<file path="config.mk">
export PLATFORM = sky130hd
export DESIGN_NAME = washing_machine
export DESIGN_NICKNAME = d
export VERILOG_FILES = /design/src/rtl/washing_machine.sv
export SDC_FILE = /design/constraint.sdc
export NUM_CORES = 1
export LEC_CHECK = 0
export CAP_MARGIN = 0
export CORE_MARGIN = 4
export CORE_UTILIZATION = 35
export DETAILED_ROUTE_END_ITERATION = 12
export HOLD_SLACK_MARGIN = 0.1
export SYNTH_ARGS = -nofsm -noshare
export SYNTH_HDL_FRONTEND = slang
export SYNTH_SLANG_ARGS = --single-unit
</file>
<file path="constraint.sdc">
create_clock -name clk -period 2.41 [get_ports clk]
set_clock_uncertainty 0.05 [all_clocks]
set_input_delay 0.3615 -clock clk [delete_from_list [all_inputs] [get_ports clk]]
set_output_delay 0.3615 -clock clk [all_outputs]
set_load 0.05 [all_outputs]
</file>
<file path="src/rtl/washing_machine.sv">
// Washing machine cycle controller: sequences soak/wash/rinse/spin phases against an
// external phase timer, with lid pause/resume, cancel and a latched wash mode.
module washing_machine (
  input  logic       clk,
  input  logic       rst_n,
  input  logic       start,
  input  logic       cancel,
  input  logic       lid,
  input  logic       mode1,
  input  logic       mode2,
  input  logic       mode3,
  input  logic       timer_done,
  output logic [2:0] state,
  output logic [1:0] phase_sel,
  output logic       soak_en,
  output logic       wash_en,
  output logic       rinse_en,
  output logic       spin_en,
  output logic       timer_enable
);

  typedef enum logic [2:0] {
    S_IDLE   = 3'd0,
    S_READY  = 3'd1,
    S_SOAK   = 3'd2,
    S_WASH   = 3'd3,
    S_RINSE  = 3'd4,
    S_SPIN   = 3'd5,
    S_PAUSED = 3'd6,
    S_BAD    = 3'd7
  } state_e;

  typedef enum logic [1:0] {
    M_NONE   = 2'd0,
    M_QUICK  = 2'd1,
    M_NORMAL = 2'd2,
    M_HEAVY  = 2'd3
  } mode_e;

  state_e state_q, state_d;
  state_e saved_q, saved_d;
  mode_e  mode_q, mode_d;
  logic   rinse_q, rinse_d;
  logic   gap_q, gap_d;
  logic   anyMode;

  assign anyMode = mode1 | mode2 | mode3;

  always_ff @(posedge clk or posedge rst_n) begin
    if (rst_n) begin
      state_q <= S_IDLE;
      saved_q <= S_IDLE;
      mode_q  <= M_NONE;
      rinse_q <= 1'b0;
      gap_q   <= 1'b0;
    end else begin
      state_q <= state_d;
      saved_q <= saved_d;
      mode_q  <= mode_d;
      rinse_q <= rinse_d;
      gap_q   <= gap_d;
    end
  end

  // gap_q marks the single cycle between Heavy rinses where the timer is held off
  // so it restarts; a timer_done seen during that cycle is stale and ignored.
  always_comb begin
    state_d = state_q;
    saved_d = saved_q;
    mode_d  = mode_q;
    rinse_d = rinse_q;
    gap_d   = 1'b0;
    case (state_q)
      S_IDLE: begin
        mode_d  = M_NONE;
        rinse_d = 1'b0;
        saved_d = S_IDLE;
        if (start && anyMode && !lid && !cancel) begin
          state_d = S_READY;
          if (mode3)      mode_d = M_HEAVY;
          else if (mode2) mode_d = M_NORMAL;
          else            mode_d = M_QUICK;
        end
      end
      S_READY: begin
        if (cancel)                 state_d = S_IDLE;
        else if (mode_q == M_QUICK) state_d = S_WASH;
        else                        state_d = S_SOAK;
      end
      S_SOAK, S_WASH, S_RINSE, S_SPIN: begin
        if (cancel) begin
          state_d = S_IDLE;
        end else if (lid) begin
          state_d = S_PAUSED;
          saved_d = state_q;
        end else if (timer_done && !gap_q) begin
          case (state_q)
            S_SOAK: state_d = S_WASH;
            S_WASH: state_d = S_RINSE;
            S_RINSE: begin
              if (mode_q == M_HEAVY && !rinse_q) begin
                rinse_d = 1'b1;
                gap_d   = 1'b1;
              end else begin
                state_d = S_SPIN;
              end
            end
            default: state_d = S_IDLE;
          endcase
        end
      end
      S_PAUSED: begin
        if (cancel)    state_d = S_IDLE;
        else if (!lid) state_d = saved_q;
      end
      default: state_d = S_IDLE;
    endcase
  end

  always_comb begin
    state        = state_q;
    phase_sel    = 2'b00;
    soak_en      = 1'b0;
    wash_en      = 1'b0;
    rinse_en     = 1'b0;
    spin_en      = 1'b0;
    timer_enable = 1'b0;
    case (state_q)
      S_SOAK: begin
        soak_en      = 1'b1;
        timer_enable = !gap_q;
      end
      S_WASH: begin
        phase_sel    = 2'b01;
        wash_en      = 1'b1;
        timer_enable = !gap_q;
      end
      S_RINSE: begin
        phase_sel    = 2'b10;
        rinse_en     = 1'b1;
        timer_enable = !gap_q;
      end
      S_SPIN: begin
        phase_sel    = 2'b11;
        spin_en      = 1'b1;
        timer_enable = !gap_q;
      end
      S_PAUSED: begin
        case (saved_q)
          S_WASH:  phase_sel = 2'b01;
          S_RINSE: phase_sel = 2'b10;
          S_SPIN:  phase_sel = 2'b11;
          default: phase_sel = 2'b00;
        endcase
      end
      default: ;
    endcase
  end

endmodule

</file>
# Yosys cells after proc, flatten, opt, wreduce, memory -nomap -nowiden
# Cells that the tools add are included.
dict set report word_totals {
  reg_bits 10
  word_cells 76
  output_inout_bits 10
  input_bits 9
}
dict set report classes {
  n_reduce_logical 15
  eq_ne 19
  n_bitwise 2
  muxes 35
}
# operator n
set op_table {}
lappend op_table {{$mux W3} 8}
lappend op_table {{$mux W1} 17}
lappend op_table {{$eq A3 B3 Y1 const B} 5}
lappend op_table {{$pmux W3 S4} 1}
lappend op_table {{$eq A3 B2 Y1 const B} 3}
lappend op_table {{$pmux W3 S3} 1}
lappend op_table {{$mux W2} 4}
lappend op_table {{$pmux W2 S4} 1}
lappend op_table {{$ne A2 B1 Y1 const B} 3}
lappend op_table {{$ne A2 B2 Y1 const B} 3}
lappend op_table {{$pmux W2 S3} 1}
lappend op_table {{$pmux W3 S2} 1}
lappend op_table {{$reduce_and A6 Y1} 1}
lappend op_table {{$logic_and A1 B1 Y1} 5}
lappend op_table {{$ne A5 B5 Y1 const B} 1}
lappend op_table {{$logic_not A1 Y1} 4}
lappend op_table {{$ne A4 B1 Y1 const B} 1}
lappend op_table {{$reduce_or A4 Y1} 1}
lappend op_table {{$eq A3 B1 Y1 const B} 1}
lappend op_table {{$logic_not A3 Y1} 1}
lappend op_table {{$reduce_and A3 Y1} 1}
lappend op_table {{$eq A2 B1 Y1 const B} 1}
lappend op_table {{$eq A2 B2 Y1 const B} 1}
lappend op_table {{$or A1 B1 Y1} 2}
lappend op_table {{other kinds (3)} 3}

# Logic depth before layout (Yosys ltp)
# Gate-level depths: netlist of the first run.
dict set report logic_depth {
  depth_word 8
  depth_mapped 5
  depth_no_buf 4
}

# Least setup slack after synthesis of the first run
# OpenSTA, ideal clock, no wires.
dict set report synth_path {
  path_type {register to output}
  start {reg state_q[0], in the netlist state[0]}
  end {out phase_sel[0]}
  stages_incl_launch_ff 5
  required_time_ps 1999
  arrival_ps 2583
  path_buffers 1
  path_slack_ps -584
  path_cell_list {dfrtp_1 clkbuf_1 inv_1 nor3_1 a21o_1}
}
dict set report synth_between {
  elab_chain_len 2
  elab_cells_between_ends 5
  cone_classes {4 x eq/ne; 1 x mux}
}
# item line_no
set synth_lines {}
lappend synth_lines {{start, declared} 40} ;# state_e state_q, state_d;
lappend synth_lines {{start signal, assigned} 57} ;# state_q <= state_d;
lappend synth_lines {{$eq A3 B3 Y1 / $eq A3 B2 Y1 (equally long branches)} 128} ;# case (state_q)
lappend synth_lines {{$pmux W2 S4 (*)} 128}
lappend synth_lines {{end, declared} 14} ;# output logic [1:0] phase_sel,
# Every way passes the cells marked *; elsewhere a longest branch is shown, timed or not.

# Worst setup path after layout of the first run
dict set report layout_path {
  start {reg state_q[0], in the netlist state[0]}
  end {out state[0]}
}
# item line_no
set layout_lines {}
lappend layout_lines {{end, declared} 13} ;# output logic [2:0] state,
# No word-level cell between the ends.

==> impl_metrics.py, run 1 <==
metrics = {
    "routing": {
        "met3_wirelength_um": 91,
        "drtAntennaViolNets": 0,
        "drc": 0,
        "via_count": 649,
        "dr.pass1.iters": 4,
        "drt_wl_total_mm": 1.543,
        "wl_met2_um": 740,
        "avgRoutedWirePerCell_um": 12.54,
        "routed.top_layer": "met4",
        "wl_met1_um": 701,
        "vias_per_cell": 5.276,
        "drtIter0Drc": 27,
    },
    "logic_synthesis": {
        "yosys_warnings": 0,
        "synth.net_count": 89,
        "synth_flop_cell": "dfrtp_1",
        "netlist.area_leader.share": 0.3650,
        "ys_ff_latch": 10,
        "ys_top_cells_by_area": "dfrtp_1 36%, o21ai_0 4.4%, nand2_1 4.4%",
        "ys_top_cells_by_count": "10 x dfrtp_1, 8 x nand2_1, 6 x o21ai_0",
        "synth_area_leader_cell": "dfrtp_1",
        "synthArstFlopShare": 1.000,
        "synth_cells": 80,
        "syn-cell-area_sq_um": 685.7,
        "synth_enable_flop_cells": 0,
        "yosysUniqueCellTypes": 33,
        "avgSynthCellArea_sq_um": 8.571,
        "yosysMostFrequentCell": "dfrtp_1",
        "seq_area_frac_synth": 0.3650,
    },
    "cts": {
        "htree_levels": 1,
        "clock_latency_ns": 0.26,
        "path_clk_slew_ns": 0.06,
        "root_buffer": "clkbuf_4",
        "clockBufferDepth": 2,
        "cts_resized": 0,
        "cts_tree": "done",
        "cts_sinks": 10,
        "cts_made_buffers": 3,
        "cts_setup_buffers": 0,
        "holdBufCountCts": 0,
    },
    "grt": {
        "grt_pass1_wl_mm": 2.608,
        "grt_max_degree": 16,
        "track_usage": 0.1327,
        "antenna_found_initial": 0,
        "grt_pass1_vias": 602,
        "grt.overflow.total": 0,
    },
    "placement": {
        "place_area_sq_um": 888.4,
        "gp_congestion": 0.7944,
        "place_hpwl_mm": 1.178,
        "dp_cells": 120,
        "dpl_worst_slack_ns": 0.3791,
        "portBuffers": 18,
    },
    "floorplanning": {
        "start_util": 0.3846,
        "die_h_um": 52.26,
        "rows": 15,
        "io_pins": 19,
        "core-area_sq_um": 1783,
        "fp.dieW_um": 52.26,
        "fp.dieArea_sq_um": 2731,
    },
    "timing": {
        "fin_crit_ns": 2.184,
        "fmax_ghz": 0.4580,
        "fin_setup_tns_ns": 0,
        "hold_viol_final": 0,
        "setup_viol": 0,
        "maxSlewViolCount": 0,
        "grt_setup_unrepaired": "false",
        "finalCritPeriodShare": 0.9061,
        "relSlewSlack": 0.6678,
        "worstMarginPinSlew_ns": 0.4967,
        "fin_ws_ns": 0.2264,
    },
    "setup_path": {
        "crit_slowest_cell": "clkdlybuf4s50_1",
        "critPathKind": "register to output port",
        "crit_path_end_kind": "output port",
        "rrSetupSlack_ns": 0.53,
        "crit_path_cell_trace": "clkdlybuf4s50_1",
        "critPathBufInv": 1,
        "cp_slowest_stage_delay_ns": 0.89,
        "required_ns": 2.00,
        "worstSetupStartpointType": "register",
        "critPathMaxFanout": 15,
        "critPathTopFamily": "buffers and inverters",
        "critPathArrivalTime_ns": 1.77,
    },
    "final_layout": {
        "area_delta_synth_final_pct": 32.85,
        "diodes": 0,
        "nets": 109,
        "finalInstanceArea_sq_um": 910.9,
        "drive_above_1_share": 0.2143,
        "fin_cells": 123,
    },
    "power": {
        "total_power_uw": 869.9,
        "ir_worst_vdd_v": 0.0004235,
        "power_density_nw_per_um2": 955.0,
        "leakagePower_nw": 0.4070,
    },
    "run_status": {
        "status": "finished, final reports clean",
    },
    "job": {
        "cap_violations": 0,
    },
    "worst_hold_path": {
        "hold_class": "input pin to async pin",
    },
}
-- path summary, 6_finish.rpt --
check | start | end | depth (start not counted)
worst max-delay path | state[0] | state[0] | 1
worst min-delay path | rst_n | rinse_q | 2
worst max register to register | state[0] | state[1] | 4
worst min register to register | mode_q[0] | mode_q[0] | 2
max in group asynchronous | rst_n | saved_q[2] | 2
min in group clk | mode_q[0] | mode_q[0] | 2
-- cell usage in the layout, fill, tap and decap left out, drive strengths merged, types with 2 or more instances in the layout --
cell type      count
nor2               6
nand3              2
clkbuf             3
and3               4
nand2              8
xnor2              2
buf                9
inv                5
nor3               3
o21a               2
o31ai              2
dfrtp             10
mux2i              2
or3                2
o21ai              6
clkdlybuf4s50     11
a21oi              3
nand2b             3
o2bb2ai            2
nor2b              2
-- sequential cells by signal (all words and copies together), names as in the netlist --
signal / count
state: 3
mode_q: 2
rinse_q: 1
gap_q: 1
saved_q: 3
-- power by group --
part	switching [mW]	total, mW	internal [mW]
Clock	0.0525	0.110	0.0575
Sequential	0.0594	0.256	0.197
Combinational	0.319	0.504	0.185
-- kinds of logic after synthesis --
logic type	Yosys count	share of synthesized area
and+or+nand+nor	34	0.2810
AOI/OAI and AO/OA	21	0.2226
DFF	10	0.3650
buffers and inverters	10	0.06022
muxes	3	0.04562
xor gates and xnor gates	2	0.02555
-- area by class of cell --
| cell class | count | area, sq um |
|---|---|---|
| clock buffer | 3 | 22.52 |
| tap | 25 | 31.28 |
| sequential | 10 | 250.2 |
| inverter | 5 | 18.77 |
| timing repair buffer | 20 | 177.7 |
| fill | 179 | 872.1 |
| multi-input combinational | 60 | 410.4 |
-- routing by layer --
layer,GRT usage,vias up
met5,0,-
met4,0.06809,0
met3,0.05698,2
met2,0.1925,21
met1,0.1655,304
li1,-,322
-- through the flow --
step             util  hold slack, ns
2_1_floorplan       -          0.1517
3_3_place_gp   0.4982          0.4255
3_5_place_dp   0.4982          0.4387
4_1_cts        0.5109          0.3338
5_1_grt        0.5109          0.3500
6_report       0.5109          0.3237
(Power assumes the default switching activity.)
==> run 2, diff against run 1 <==
--- a/config.mk
+++ b/config.mk
@@ -9,6 +9,7 @@
 export CORE_MARGIN = 4
 export CORE_UTILIZATION = 35
 export DETAILED_ROUTE_END_ITERATION = 12
+export GPL_ROUTABILITY_DRIVEN = 0
 export HOLD_SLACK_MARGIN = 0.1
 export SYNTH_ARGS = -nofsm -noshare
 export SYNTH_HDL_FRONTEND = slang
==> results of run 2 <==
Same layout as run 1: the final DEF is identical, and so are final timing and power.
